[src/rtl/restoring_divider_seq.sv]
// rtl/restoring_divider_seq.sv - multi-cycle restoring divider, signed/unsigned, divide-by-zero flag
module restoring_divider_seq #(
  parameter int N = 8
) (
  input  logic         clk,
  input  logic         rst_n,
  input  logic         start,
  input  logic         signed_mode,
  input  logic [N-1:0] dividend,
  input  logic [N-1:0] divisor,
  output logic         busy,
  output logic         done,
  output logic [N-1:0] quotient,
  output logic [N-1:0] remainder,
  output logic         div_by_zero
);

  localparam int CW = $clog2(N + 1);

  typedef enum logic [1:0] {
    IDLE = 2'd0,
    RUN  = 2'd1,
    FIX  = 2'd2
  } state_t;

  state_t        state_q, state_d;
  // dvd_q starts as the dividend magnitude and fills with quotient bits from the LSB
  logic [N-1:0]  dvd_q, dvd_d;
  logic [N-1:0]  dvs_q, dvs_d;
  logic [N-1:0]  dvd_raw_q, dvd_raw_d;
  logic [N:0]    r_q, r_d;
  logic [CW-1:0] cnt_q, cnt_d;
  logic          neg_q_q, neg_q_d;
  logic          neg_r_q, neg_r_d;
  logic          dz_q, dz_d;
  logic          busy_q, busy_d;
  logic          done_q, done_d;
  logic [N-1:0]  quotient_q, quotient_d;
  logic [N-1:0]  remainder_q, remainder_d;
  logic          div_by_zero_q, div_by_zero_d;

  logic [N-1:0]  dvd_mag;
  logic [N-1:0]  dvs_mag;
  logic [N+1:0]  diff;

  // Next-state and datapath: operand capture, one quotient bit per RUN cycle, sign fix-up in FIX
  always_comb begin
    state_d       = state_q;
    dvd_d         = dvd_q;
    dvs_d         = dvs_q;
    dvd_raw_d     = dvd_raw_q;
    r_d           = r_q;
    cnt_d         = cnt_q;
    neg_q_d       = neg_q_q;
    neg_r_d       = neg_r_q;
    dz_d          = dz_q;
    busy_d        = busy_q;
    done_d        = 1'b0;
    quotient_d    = quotient_q;
    remainder_d   = remainder_q;
    div_by_zero_d = div_by_zero_q;

    dvd_mag = (signed_mode && dividend[N-1]) ? -dividend : dividend;
    dvs_mag = (signed_mode && divisor[N-1])  ? -divisor  : divisor;
    // Trial subtraction of the shifted partial remainder; bit N+1 is the borrow/sign
    diff    = {r_q, dvd_q[N-1]} - {2'b00, dvs_q};

    case (state_q)
      IDLE: begin
        if (start) begin
          dvd_raw_d = dividend;
          dvd_d     = dvd_mag;
          dvs_d     = dvs_mag;
          r_d       = '0;
          cnt_d     = CW'(N);
          neg_q_d   = signed_mode & (dividend[N-1] ^ divisor[N-1]);
          neg_r_d   = signed_mode & dividend[N-1];
          busy_d    = 1'b1;
          if (divisor == '0) begin
            dz_d    = 1'b1;
            state_d = FIX;
          end else begin
            dz_d    = 1'b0;
            state_d = RUN;
          end
        end
      end
      RUN: begin
        if (!diff[N+1]) begin
          r_d = diff[N:0];
        end else begin
          r_d = {r_q[N-1:0], dvd_q[N-1]};
        end
        dvd_d = {dvd_q[N-2:0], ~diff[N+1]};
        cnt_d = cnt_q - 1'b1;
        if (cnt_q == CW'(1)) begin
          state_d = FIX;
        end
      end
      FIX: begin
        if (dz_q) begin
          quotient_d    = '1;
          remainder_d   = dvd_raw_q;
          div_by_zero_d = 1'b1;
        end else begin
          quotient_d    = neg_q_q ? -dvd_q : dvd_q;
          remainder_d   = neg_r_q ? -r_q[N-1:0] : r_q[N-1:0];
          div_by_zero_d = 1'b0;
        end
        done_d  = 1'b1;
        busy_d  = 1'b0;
        state_d = IDLE;
      end
      default: begin
        state_d = IDLE;
        busy_d  = 1'b0;
      end
    endcase
  end

  // State and registered outputs; async reset abandons any operation in flight
  always_ff @(posedge clk or negedge rst_n) begin
    if (!rst_n) begin
      state_q       <= IDLE;
      dvd_q         <= '0;
      dvs_q         <= '0;
      dvd_raw_q     <= '0;
      r_q           <= '0;
      cnt_q         <= '0;
      neg_q_q       <= 1'b0;
      neg_r_q       <= 1'b0;
      dz_q          <= 1'b0;
      busy_q        <= 1'b0;
      done_q        <= 1'b0;
      quotient_q    <= '0;
      remainder_q   <= '0;
      div_by_zero_q <= 1'b0;
    end else begin
      state_q       <= state_d;
      dvd_q         <= dvd_d;
      dvs_q         <= dvs_d;
      dvd_raw_q     <= dvd_raw_d;
      r_q           <= r_d;
      cnt_q         <= cnt_d;
      neg_q_q       <= neg_q_d;
      neg_r_q       <= neg_r_d;
      dz_q          <= dz_d;
      busy_q        <= busy_d;
      done_q        <= done_d;
      quotient_q    <= quotient_d;
      remainder_q   <= remainder_d;
      div_by_zero_q <= div_by_zero_d;
    end
  end

  assign busy        = busy_q;
  assign done        = done_q;
  assign quotient    = quotient_q;
  assign remainder   = remainder_q;
  assign div_by_zero = div_by_zero_q;

endmodule

[config.mk]
export PLATFORM = sky130hd
export DESIGN_NAME = restoring_divider_seq
export DESIGN_NICKNAME = d
export VERILOG_FILES = /design/src/rtl/restoring_divider_seq.sv
export SDC_FILE = /design/constraint.sdc
export NUM_CORES = 1
export LEC_CHECK = 0
export BUFFER_PORTS_ARGS = -buffer_cell sky130_fd_sc_hd__buf_2
export CORE_MARGIN = 2
export CORE_UTILIZATION = 63
export CTS_CLUSTER_SIZE = 24
export DETAILED_ROUTE_END_ITERATION = 6
export GPL_TIMING_DRIVEN = 0
export PLACE_DENSITY = 0.85
export SLEW_MARGIN = 30
export SYNTH_ARGS = -nofsm -noshare
export SYNTH_HDL_FRONTEND = slang
export SYNTH_SLANG_ARGS = --single-unit
[constraint.sdc]
create_clock -name clk -period 6.1 [get_ports clk]
set_clock_uncertainty 0.1 [all_clocks]
set_input_delay 0.305 -clock clk [delete_from_list [all_inputs] [get_ports clk]]
set_output_delay 0.305 -clock clk [all_outputs]
set_load 0.05 [all_outputs]
==> results.md <==
* Worst slack, placed at 3600 ps
* TritonCTS clock tree: built
* Antenna violations before repair at 0
* First-pass GRT wire length at ~14,000 um
* RSZ-0062 raised after global routing: no
* Synthesis-to-layout area growth at 14.8%
* Post-route ant nets at 0
* Endpoints failing hold at 0
* Vias in the first global route at 2,962
* Post-DP HPWL at 5890 um
* Switching Share at 46.4%
* Beginning of the worst hold path: dividend[6]
* Largest stage delay, worst path at 410 ps
* Clock Pin Slew Worst Setup and Hold Paths at 70 ps
* Fraction of layout cells with a size suffix above 1 at 14.5%
* Placed cells at 500
* Top_reg_cell synth: dfrtp_1
* Setup TNS at 0 ps
* Most used cell, CP: inv_1
* Most common cell after layout, fill and taps aside: nand2_1
* CP bufs+invs at 2
* I/O Buffers at 38
* PostCTS Resize Cnt at 0
* Core area at 5200 um^2
* Seq cells post-synth at 61
* Crit-path cells: inv_1 -> ha_1 -> inv_1 -> fa_1 -> a21oi_1 -> o2bb2ai_1 -> o41a_1 -> nor3_1 -> nand2_1 -> o311ai_2
* Clk_lat worst skew at ~350 ps
* Hold Slack at 128 ps
* Final WS setup at 3550 ps
* Die Area at 6100 um^2
* Max FO, Critical Path at 3
* CTS max path bufs at 2
* Root buffer cell: clkbuf_8
* Cts bufs inserted at 9
* R2R Setup Slk at roughly 3600 ps
* Hold worst-path end: dvd_raw_q[6]
* Number of enable flip-flop cells after synthesis at 0
* Critical path startpoint category: flop
* Nets at ~480
* Worst r2r path cells at 10
* # clock sinks at 61
* Logic pwr share at 54.9%
* MaxCap Viol Count at 0
* Post-CTS Setup Repair Bufs at 0
* Ant. Diodes at 0
* P per Cell Area at 645 nW/um^2
* Cts hold-fix bufs at 1
* Largest net degree at the start of global routing at 62
* Core Util, Final at roughly three quarters
* Register area share after synthesis at 44.2%
* DR vias at 3,073
* Critical path's top delay family: compound AO/OA/AOI/OAI gates
* Slew HR at 49.7%
* Initial DRC count at about 210
* Post-Route WL at 8190 um
* Die W at 78.1 um
* Die Y at about 80 um
* Final period util at 41.8%
* Total GRT Usage at 29.3%
* Final setup fails at 0
* Initial core utilization at 66.4%
* Overflow after GRT at 0
* Unique masters post-synth at 42
* Status: completed
* Via/cell ratio at 5.94
* Tot Pwr at 2.56 mW
* Clock share of power at roughly 16%
* Lkg Pwr at approximately 1.9 nW
* Hold crit path type: in -> reg
* CTS H-tree lvls at 3
* Syn_nets at 427
* Synth Instances at ~390
* Fin crit period at approximately 2500 ps
* Worst VDD drop at 0.000365 V
* Async SR Flop Fraction at between 90% and 100%
* Reg-to-reg endpoint: r_q[8]
* WHS Path Cells at 3
* DRC at 0
* Syn_area_per_cell at 8.82 um^2
* Fill count at ~390
* Pre-antenna DRT Iters at 5
* Cell Rows at 26
* Cell Area, Synth at 3460 um^2
* Worst Path Required at 6250 ps
* Internal at 1.37 mW
* Routed len/inst at between 15 and 20 um
* Flop pwr share at 29.4%
* Fmax at approximately 390 MHz
* Final Max Tran Viols at 0
* CP max stage cell: fa_1
* Worst slew pin tran at about 750 ps
* Post-DP Area at 3740 um^2
* CP Class: reg -> reg
* Final GP Congestion at 0.887
* Worst EP arrival at around 2700 ps
* Psw at 1.19 mW
* Commonest non-fill, non-tap cells in the layout: nand2_1, dfrtp_1, buf_2
* Final std cells w/o fill at 517
* Endpoint class of the critical path: flop
* I/O Pins at 39
* Origin of the critical flop-to-flop path: dvd_q[7]
* Post-route cell area at 3970 um^2
* Syn. warnings at 0
-- worst register-to-register path, delay by kind of cell, from the launching register on --
kind,cells,cell delay (ps)
and+or+nand+nor,2,340
AOI/OAI and AO/OA,4,780
adders and majority gates,2,600
DFF,1,400
buffers and inverters,2,220
-- logic make-up after synthesis --
| group | after synthesis | share of synthesized area (%) |
|---|---|---|
| simple gates | 132 | 15.9 |
| compound gates | 102 | 18.5 |
| flops | 61 | 44.2 |
| buf+inv | 40 | 4.56 |
| xor+xnor | 31 | 8.07 |
| fa+ha+maj | 15 | 5.65 |
| mux | 11 | 3.19 |
-- layout make-up --
type	count	area, um^2	area share (%)
multi-input cells	291	1770	44.7
flip-flops and latches	61	1530	38.4
repair buffers	39	203	5.11
clock buffers	9	124	3.12
clock inverters	7	98.8	2.49
inverters	26	97.6	2.46
well taps	70	87.6	2.21
plain buffers	14	60.1	1.51
-- power by group through the flow --
stage                     registers, mW  logic, mW  clock network [mW]
final                             0.753       1.41               0.401
after global routing              0.772       1.56               0.422
after CTS                         0.748       1.40               0.407
after detailed placement          0.755       1.39                   0
after global placement            0.742       1.34                   0
after floorplan                   0.887      0.936                   0
-- sequential cells by signal, indices dropped and copies added, names as in the netlist, 2 cells and up --
register	flops
dvd_raw_q	8
dvd_q	8
dvs_q	8
r_q	9
state_q	2
remainder	8
quotient	8
cnt_q	4
-- cells in the mapped netlist, types with 2 or more instances --
master	number	area share, %
nand2_1	74	8.0
dfrtp_1	61	44
nor2_1	32	3.5
o21ai_1	30	4.3
a21oi_1	27	3.9
inv_1	23	2.5
xor2_1	16	4.1
ha_1	14	5.1
xnor2_1	14	3.5
clkbuf_1	13	1.4
mux2i_1	11	3.2
o22ai_1	10	1.8
o21ai_0	8	1.2
nor3_1	6	0.87
nand3_1	5	0.72
o31ai_1	5	1.1
nand2b_1	4	0.72
a31oi_1	3	0.54
inv_2	3	0.33
nor2b_1	3	0.54
o311ai_2	3	1.4
or3_1	3	0.54
a21o_1	2	0.43
a22o_1	2	0.51
and3_1	2	0.36
o41ai_1	2	0.51
-- worst max-delay path by stage --
| stage | start | to | slack (ps) | cells past startpoint |
|---|---|---|---|---|
| 5_1_grt | r_q[6] | r_q[5] | 3420 | 8 |
| 2_1_floorplan | r_q[3] | r_q[5] | 3890 | 8 |
| 3_3_place_gp | r_q[3] | r_q[5] | 3680 | 8 |
| 4_1_cts | r_q[6] | r_q[5] | 3590 | 8 |
| 6_report | dvd_q[7] | r_q[8] | 3550 | 10 |
| 3_5_place_dp | r_q[6] | r_q[5] | 3600 | 8 |
-- layer usage --
layer  vias up  GRT usage (%)  part of all wire [%]
met5         -              0                     0
met4         0           14.9                   2.8
met1      1471           37.1                    41
met3        29           6.09                   7.8
li1       1441              -                     -
met2       132           47.9                    48
Power figures use the tool's default switching activity.
